===== src/rtl/clk_en_sequencer.sv =====
// ---------------------------------------------------------------------------
// clk_en_sequencer
//
// Staggers a bank of clock-enable lines on and off so downstream clock
// generators do not all switch at once. A start request latches the spacing
// and run length, turns the enables on one at a time in ascending order,
// holds them all on for the run length (or until stop_i when the run length
// is zero), then turns them off one at a time in descending order.
//
// Parameters
//   NUM_CH     number of enable channels (1..16)
//   CNT_W      width of the spacing / run-length counters
//
// Ports
//   clk_i      system clock, everything updates on the rising edge
//   rst_i      synchronous active-high reset, drops all enables immediately
//   start_i    begin a sequence (only honoured while idle and stop_i is low)
//   stop_i     end a sequence early (ignored while idle or ramping down)
//   step_i     spacing between channel events, step_i+1 cycles
//   run_len_i  cycles all channels stay enabled, 0 means until stop_i
//   clk_en_o   registered enables, bit k drives channel k
//   busy_o     registered, high while a sequence is in progress
//   done_o     registered one-cycle pulse when a sequence finishes
// ---------------------------------------------------------------------------
module clk_en_sequencer #(
    parameter int NUM_CH = 4,
    parameter int CNT_W  = 16
) (
    input  logic              clk_i,
    input  logic              rst_i,
    input  logic              start_i,
    input  logic              stop_i,
    input  logic [CNT_W-1:0]  step_i,
    input  logic [CNT_W-1:0]  run_len_i,
    output logic [NUM_CH-1:0] clk_en_o,
    output logic              busy_o,
    output logic              done_o
);

    typedef enum logic [1:0] {
        IDLE      = 2'd0,
        RAMP_UP   = 2'd1,
        RUN       = 2'd2,
        RAMP_DOWN = 2'd3
    } state_t;

    state_t            state;
    logic [CNT_W-1:0]  step_q;
    logic [CNT_W-1:0]  run_q;
    logic [CNT_W-1:0]  cnt;

    logic [NUM_CH-1:0] en_up;
    logic [NUM_CH-1:0] en_dn;
    logic              do_clear;

    // The enables always form a thermometer code anchored at bit 0, so
    // turning on the next channel is a shift-in of a one and turning off the
    // highest channel is a right shift. This keeps every step a single-bit
    // change by construction.
    assign en_up = (clk_en_o << 1) | NUM_CH'(1);
    assign en_dn = clk_en_o >> 1;

    // A "clear" drops the highest set enable. It happens when stop_i lands in
    // RAMP_UP or RUN, when a finite run expires, and on each ramp-down step.
    // Folding all of these into one flag means a stop that coincides with a
    // scheduled event is acted on exactly once.
    always_comb begin
        do_clear = 1'b0;
        case (state)
            RAMP_UP:   do_clear = stop_i;
            RUN:       do_clear = stop_i || ((run_q != '0) && (cnt == '0));
            RAMP_DOWN: do_clear = (cnt == '0);
            default:   do_clear = 1'b0;
        endcase
    end

    // Main sequencer. cnt is a down-counter that is reloaded rather than
    // wrapped: loading step_q and firing at zero gives step_q+1 cycles of
    // spacing, which reaches 2^CNT_W cycles without needing an extra bit.
    // In RUN the same counter is loaded with run_q-1 at the edge that sets
    // the last enable so the first clear lands exactly run_q cycles later.
    always_ff @(posedge clk_i) begin
        if (rst_i) begin
            state    <= IDLE;
            clk_en_o <= '0;
            busy_o   <= 1'b0;
            done_o   <= 1'b0;
            cnt      <= '0;
            step_q   <= '0;
            run_q    <= '0;
        end else begin
            done_o <= 1'b0;
            if (do_clear) begin
                clk_en_o <= en_dn;
                if (en_dn == '0) begin
                    state  <= IDLE;
                    busy_o <= 1'b0;
                    done_o <= 1'b1;
                    cnt    <= '0;
                end else begin
                    state <= RAMP_DOWN;
                    cnt   <= step_q;
                end
            end else begin
                case (state)
                    IDLE: begin
                        if (start_i && !stop_i) begin
                            state  <= RAMP_UP;
                            step_q <= step_i;
                            run_q  <= run_len_i;
                            cnt    <= step_i;
                            busy_o <= 1'b1;
                        end
                    end
                    RAMP_UP: begin
                        if (cnt == '0) begin
                            clk_en_o <= en_up;
                            if (en_up[NUM_CH-1]) begin
                                state <= RUN;
                                cnt   <= (run_q != '0) ? (run_q - CNT_W'(1)) : '0;
                            end else begin
                                cnt <= step_q;
                            end
                        end else begin
                            cnt <= cnt - CNT_W'(1);
                        end
                    end
                    RUN: begin
                        if (cnt != '0) begin
                            cnt <= cnt - CNT_W'(1);
                        end
                    end
                    RAMP_DOWN: begin
                        cnt <= cnt - CNT_W'(1);
                    end
                    default: begin
                        state    <= IDLE;
                        clk_en_o <= '0;
                        busy_o   <= 1'b0;
                        cnt      <= '0;
                    end
                endcase
            end
        end
    end

endmodule


===== config.mk =====
export PLATFORM = sky130hd
export DESIGN_NAME = clk_en_sequencer
export DESIGN_NICKNAME = d
export VERILOG_FILES = /design/src/rtl/clk_en_sequencer.sv
export SDC_FILE = /design/constraint.sdc
export NUM_CORES = 1
export LEC_CHECK = 0
export ABC_AREA = 1
export CORE_ASPECT_RATIO = 1.1
export CORE_MARGIN = 2
export CORE_UTILIZATION = 57
export CTS_CLUSTER_SIZE = 25
export DETAILED_ROUTE_END_ITERATION = 10
export PLACE_DENSITY = 0.77
export SLEW_MARGIN = 20
export SYNTH_ARGS = -nofsm -noshare
export SYNTH_HDL_FRONTEND = slang
export SYNTH_SLANG_ARGS = --single-unit

===== constraint.sdc =====
create_clock -name clk_i -period 3.03 [get_ports clk_i]
set_input_delay 0.909 -clock clk_i [delete_from_list [all_inputs] [get_ports clk_i]]
set_output_delay 0.909 -clock clk_i [all_outputs]
set_load 0.005 [all_outputs]

==> impl_metrics.json <==
{
  "p_per_area_mw_per_mm2": 968.9,
  "status": "complete, no violations",
  "met1_usage_pct": 35.96,
  "fp.dieH_um": 90.77,
  "antenna_found_initial": 0,
  "min_period_over_period_pct": 76.91,
  "hold_viol": 0,
  "setup_tns_ps": 0,
  "hold_path_depth": 2,
  "numCtsBuffers": 5,
  "drc": 0,
  "cp-end-kind": "register",
  "wl_per_cell_um": 13.80,
  "rsz0062_at_grt": "false",
  "required_ps": 3250,
  "place_inst": 752,
  "ys_top_cells_by_area": "dfxtp_1 29%, nand2_1 19%, a21oi_1 6.9%",
  "finalMaxSlewViolations": 0,
  "synth_area_mm2": 0.003901,
  "syn_nets": 686,
  "async_reset_ff_share_pct": 0,
  "synth-seq-cells": 56,
  "worst_pin_slew_ps": 718.7,
  "ios": 42,
  "first_pass_iters": 5,
  "maxCapViolCount": 0,
  "combPwrFrac_pct": 61.9,
  "synth_edf_count": 0,
  "synth_seq_area_share_pct": 28.74,
  "power.share.sequential_pct": 27.9,
  "worstHoldPathType": "register to register",
  "cp-start-kind": "primary input",
  "clock-sinks": 56,
  "synthTopCellsByCount": "195 x nand2_1, 69 x nor2_1, 64 x inv_1, 56 x dfxtp_1, 54 x a21oi_1",
  "gp_congestion": 0.8954,
  "drive_gt1_share_pct": 8.702,
  "track_usage_pct": 27.97,
  "cts_tree": "built",
  "first_iter_violations": 291,
  "cts.clk_slew.worst_paths_ps": 100,
  "wl_um": 10490,
  "rrSetupSlack_ps": 940,
  "postSynthCellCount": 648,
  "gr-total-overflow": 0,
  "portBuffers": 41,
  "grt.busiest_layer": "met2",
  "ctsResizeCount": 0,
  "synth_cell_type_count": 38,
  "relSlewSlack_pct": 52.03,
  "use_met3_pct": 3.291,
  "ctsHoldBuffers": 0,
  "vias_per_cell": 5.461,
  "stdcell_count": 760,
  "core-area_mm2": 0.006594,
  "initial_utilization_pct": 59.17,
  "internal-power_w": 0.002040,
  "avgSynthCellArea_um2": 6.020,
  "drtAntennaViolNets": 0,
  "vias": 4150,
  "die-area_mm2": 0.007523,
  "grt_pass1_wl_um": 17340,
  "fmax_mhz": 429.1,
  "path_class": "primary input to register",
  "vdd_drop_max_uv": 568.4,
  "grt_max_degree": 47,
  "area_delta_synth_final_pct": 13.18,
  "clock_power_share_pct": 10.2,
  "clockRootBuffer": "clkbuf_8",
  "fin_skew_ps": 4.324,
  "netSwitchingPower_w": 0.002238,
  "clk-insertion-delay-late_ps": 320,
  "gr-usage-met2_pct": 46.77,
  "cp_data_arrival_time_ps": 2550,
  "htree_levels": 2,
  "p_leak_nw": 1.995,
  "ys.flop_type": "dfxtp_1",
  "cts_buffer_depth": 2,
  "dp_hpwl_um": 7595,
  "ys_warn_count": 0,
  "rows": 31,
  "yosysTopAreaCellShare_pct": 28.74,
  "ff2ff_path_depth": 10,
  "synth.most_common_cell": "nand2_1",
  "post-cts-setup-buffer-count": 0,
  "diodes": 0,
  "setup_viol": 0,
  "yosysTopAreaCell": "dfxtp_1",
  "p_sw_share_pct": 52.32,
  "grt_pass1_vias": 3726,
  "cp_max_fo": 15,
  "nNetsFinal": 715,
  "min_period_ps": 2330,
  "chipWidth_um": 82.88
}
[layout by cell type, fill, tap and decap left out, drive strengths merged]
cell | netlist | final
clkinv | 6 | 6
a211oi | 2 | 2
nand2 | 200 | 200
a21oi | 56 | 56
o21ai | 58 | 58
clkdlybuf4s50 | 0 | 41
xnor2 | 3 | 3
o22ai | 2 | 2
o211ai | 1 | 1
nor2 | 85 | 85
a22oi | 1 | 1
and2 | 3 | 3
ha | 2 | 2
xor2 | 10 | 10
clkbuf | 12 | 8
inv | 73 | 73
buf | 16 | 9
nand4 | 10 | 10
or2 | 2 | 2
nor3 | 4 | 4
nand3 | 44 | 44
o221ai | 1 | 1
a221oi | 1 | 1
dfxtp | 56 | 56
[cells by family (layout without fill, tap and decap cells)]
| family | count (synthesis) | in the layout | share of synthesized area [%] |
|---|---|---|---|
| AOI/OAI and AO/OA | 122 | 122 | 16.74 |
| xor gates and xnor gates | 13 | 13 | 2.919 |
| adders and majority gates | 2 | 2 | 0.6413 |
| buffers and inverters | 107 | 137 | 11.61 |
| DFF | 56 | 56 | 28.74 |
| and+or+nand+nor | 348 | 348 | 39.35 |
[worst paths after layout]
check / startpoint / endpoint
max reg2reg: state[1] / cnt[1]
min: step_q[13] / step_q[13]
max: stop_i / cnt[15]
min reg2reg: step_q[13] / step_q[13]
[sequential cells by signal, indices dropped and copies added (netlist names)]
| register | flops |
|---|---|
| busy_o | 1 |
| run_q | 16 |
| done_o | 1 |
| step_q | 16 |
| clk_en_o | 4 |
| state | 2 |
| cnt | 16 |
[per-layer routing]
metal | vias up | wire length (µm)
li1 | 2125 | -
met1 | 1855 | 4743
met2 | 147 | 4792
met3 | 23 | 613
met4 | 0 | 342
met5 | - | 0
[through the flow]
step	hold WS (ps)	utilization [%]	setup slack, ps	instance area [µm²]	power (W)
6_report	482.5	66.96	699.7	4415	0.004278
5_1_grt	503.5	66.96	577.0	4415	0.004670
4_1_cts	484.8	66.96	722.9	4415	0.004239
3_5_place_dp	470.5	65.60	400.5	4325	0.003798
3_3_place_gp	461.7	65.60	473.4	4325	0.003744
2_1_floorplan	444.4	-	1193	3901	0.003215
[worst max-delay path: stages]
cell	delay [ps]
clkdlybuf4s50_1	470
a21oi_1	230
nand4_2	160
nand2_2	240
buf_4	260
o21ai_1	80
a21oi_1	130
nor2_1	60
[final cells by class]
type / count / area, µm²
Clock buffer: 8 / 90.09
Fill cell: 636 / 2178
Inverter: 79 / 296.5
Multi-Input combinational cell: 485 / 2327
Sequential cell: 56 / 1121
Tap cell: 82 / 102.6
Timing Repair Buffer: 50 / 478.0
[power by group through the flow]
stage | sequential (W) | combinational [W] | clock, W
finish | 0.00119 | 0.00265 | 0.000438
global route | 0.00122 | 0.00298 | 0.000468
CTS | 0.00118 | 0.00261 | 0.000444
detailed placement | 0.00120 | 0.00260 | 0
global placement | 0.00120 | 0.00255 | 0
floorplan | 0.00112 | 0.00209 | 0
Power figures use the tool's default switching activity.
==> RTL change, RTL diff (same settings) <==
Add an input register stage for `start_i`, `stop_i`, `step_i` and `run_len_i`, with the module's reset; this delays them by one clock. Comments in the files are not updated.
--- a/src/rtl/clk_en_sequencer.sv
+++ b/src/rtl/clk_en_sequencer.sv
@@ -44,6 +44,25 @@
         RAMP_DOWN = 2'd3
     } state_t;
 
+    logic start_q;
+    logic stop_q;
+    logic [CNT_W-1:0] step_r;
+    logic [CNT_W-1:0] run_len_q;
+
+    always_ff @(posedge clk_i) begin
+        if (rst_i) begin
+            start_q   <= '0;
+            stop_q    <= '0;
+            step_r    <= '0;
+            run_len_q <= '0;
+        end else begin
+            start_q   <= start_i;
+            stop_q    <= stop_i;
+            step_r    <= step_i;
+            run_len_q <= run_len_i;
+        end
+    end
+
     state_t            state;
     logic [CNT_W-1:0]  step_q;
     logic [CNT_W-1:0]  run_q;
@@ -67,8 +86,8 @@
     always_comb begin
         do_clear = 1'b0;
         case (state)
-            RAMP_UP:   do_clear = stop_i;
-            RUN:       do_clear = stop_i || ((run_q != '0) && (cnt == '0));
+            RAMP_UP:   do_clear = stop_q;
+            RUN:       do_clear = stop_q || ((run_q != '0) && (cnt == '0));
             RAMP_DOWN: do_clear = (cnt == '0);
             default:   do_clear = 1'b0;
         endcase
@@ -104,11 +123,11 @@
             end else begin
                 case (state)
                     IDLE: begin
-                        if (start_i && !stop_i) begin
+                        if (start_q && !stop_q) begin
                             state  <= RAMP_UP;
-                            step_q <= step_i;
-                            run_q  <= run_len_i;
-                            cnt    <= step_i;
+                            step_q <= step_r;
+                            run_q  <= run_len_q;
+                            cnt    <= step_r;
                             busy_o <= 1'b1;
                         end
                     end
Formal check against the unedited RTL: not equivalent (Yosys sat finds a counterexample within 4 cycles, from zero or initial values and one cycle with rst_i high).
==> RTL change against the unedited design <==
  * Critical path depth rose by 3
  * Critical path type is now flip-flop to flip-flop
  * Worst setup slack worse by 0.065 ns
  * Via count rose by 13%
  * Sequential share of layout area grew 7.7 points
  * Synthesized area increased by 23%
  * Register-to-register slack lost 0.30 ns
  * Combinational power shrank 8.3%
  * Cell area is 23% higher
  * Power rose by 13%
  * Die area rose by 22%
  * Routed wire length rose by 15%
  * Cell count grew 17%
  * Sequential cell count up 34
  * First-iteration DRC count up 12%
==> RTL change: results <==
[synthesis]
synthCells = 742
yosysSeqAreaShare = 0.375
syn_nets = 780
synthXorXnorAreaFrac = 0.0219
synth_area_leaders = dfxtp_1 37%, nand2_1 16%, inv_1 7.9%
synthTopCellsByCount = 203 x nand2_1, 101 x inv_1, 99 x nor2_1

[pwr]
ir_worst_vdd_v = 0.000383
internal_power_w = 0.00257

[placement]
post_dp_cell_area_um2 = 5260
post-dp-hpwl_um = 8470
place.gp.congestion = 0.969
place_inst = 872

[routing]
via_count = 4671
drt_iter0_markers = 325
drtPass1Iterations = 6
routed_via_density = 5.27

[hold_path]
hold_path_end = run_q[5]$_SDFFE_PP0P_

[cells_and_area]
nets = 810
drive_gt1_frac = 0.0863

[sta]
fin_worst_skew_ns = 0.00589

[clock_tree]
htreeDepth = 3
cts_made_buffers = 9

[setup_path]
cp_max_fo = 19
r2r_slack_ns = 0.64
reg2reg_depth = 11
arrival_ns = 2.65

[run_status]
status = finished clean
==> RTL change: power groups by stage <==
stage / clock (W) / combinational, W / sequential (W)
floorplan: 0 / 0.00193 / 0.00153
global placement: 0 / 0.00232 / 0.00160
detailed placement: 0 / 0.00237 / 0.00160
CTS: 0.000831 / 0.00239 / 0.00157
global route: 0.000873 / 0.00273 / 0.00161
finish: 0.000822 / 0.00243 / 0.00158
==> RTL change: layout make-up <==
cell class	instances	area (um^2)
clock buffer	9	124
clock inverter	6	65.1
fill	754	2830
inverter	106	398
multi-input combinational	516	2450
sequential	90	1800
tap	111	139
timing repair buffer	49	465
==> RTL change: per-stage QoR <==
stage / hold slack, ns / utilization / total power, W
CTS: 0.466 / 0.658 / 0.00479
floorplan: 0.431 / - / 0.00346
global route: 0.494 / 0.658 / 0.00521
finish: 0.467 / 0.658 / 0.00483
detailed placement: 0.442 / 0.635 / 0.00397
global placement: 0.439 / 0.635 / 0.00391
==> RTL change: cells by family (layout without fill, tap and decap cells) <==
kind of cell             after synthesis  count (layout)
AO/OA/AOI/OAI                        120             120
XOR/XNOR                              12              12
buffers and inverters                136             170
adder cells (fa/ha/maj)                2               2
flip-flops                            90              90
AND/OR/NAND/NOR                      382             382
==> RTL change: worst max-delay path by stage <==
| stage | cells after the start | endpoint | slack (ns) | from |
|---|---|---|---|---|
| detailed placement | 11 | cnt[7]$_SDFFE_PP0P_ | 0.65 | run_q[0]$_SDFFE_PP0P_ |
| finish | 11 | cnt[7]$_SDFFE_PP0P_ | 0.64 | run_q[0]$_SDFFE_PP0P_ |
| floorplan | 5 | cnt[7]$_SDFFE_PP0P_ | 1.25 | rst_i |
| CTS | 11 | cnt[7]$_SDFFE_PP0P_ | 0.64 | run_q[0]$_SDFFE_PP0P_ |
| global placement | 13 | cnt[6]$_SDFFE_PP0P_ | 0.75 | run_q[0]$_SDFFE_PP0P_ |
| global route | 13 | cnt[5]$_SDFFE_PP0P_ | 0.43 | run_q[0]$_SDFFE_PP0P_ |
==> RTL change: critical path, cell delays in order (launching register included) <==
cell,delay (ns)
dfxtp_1,0.30
inv_1,0.10
ha_1,0.23
nand2_1,0.08
nor2_1,0.10
nand2_1,0.09
nor2_2,0.12
nand4_2,0.16
o21ai_4,0.47
inv_2,0.30
o21ai_0,0.28
a21oi_2,0.05
==> RTL change: metal layers <==
| metal | GRT usage | wire, um | vias up |
|---|---|---|---|
| met1 | 0.342 | 5190 | 2096 |
| met4 | 0.147 | 448 | 0 |
| met5 | 0 | 0 | - |
| met3 | 0.0480 | 913 | 32 |
| met2 | 0.430 | 5480 | 178 |
| li1 | - | - | 2365 |
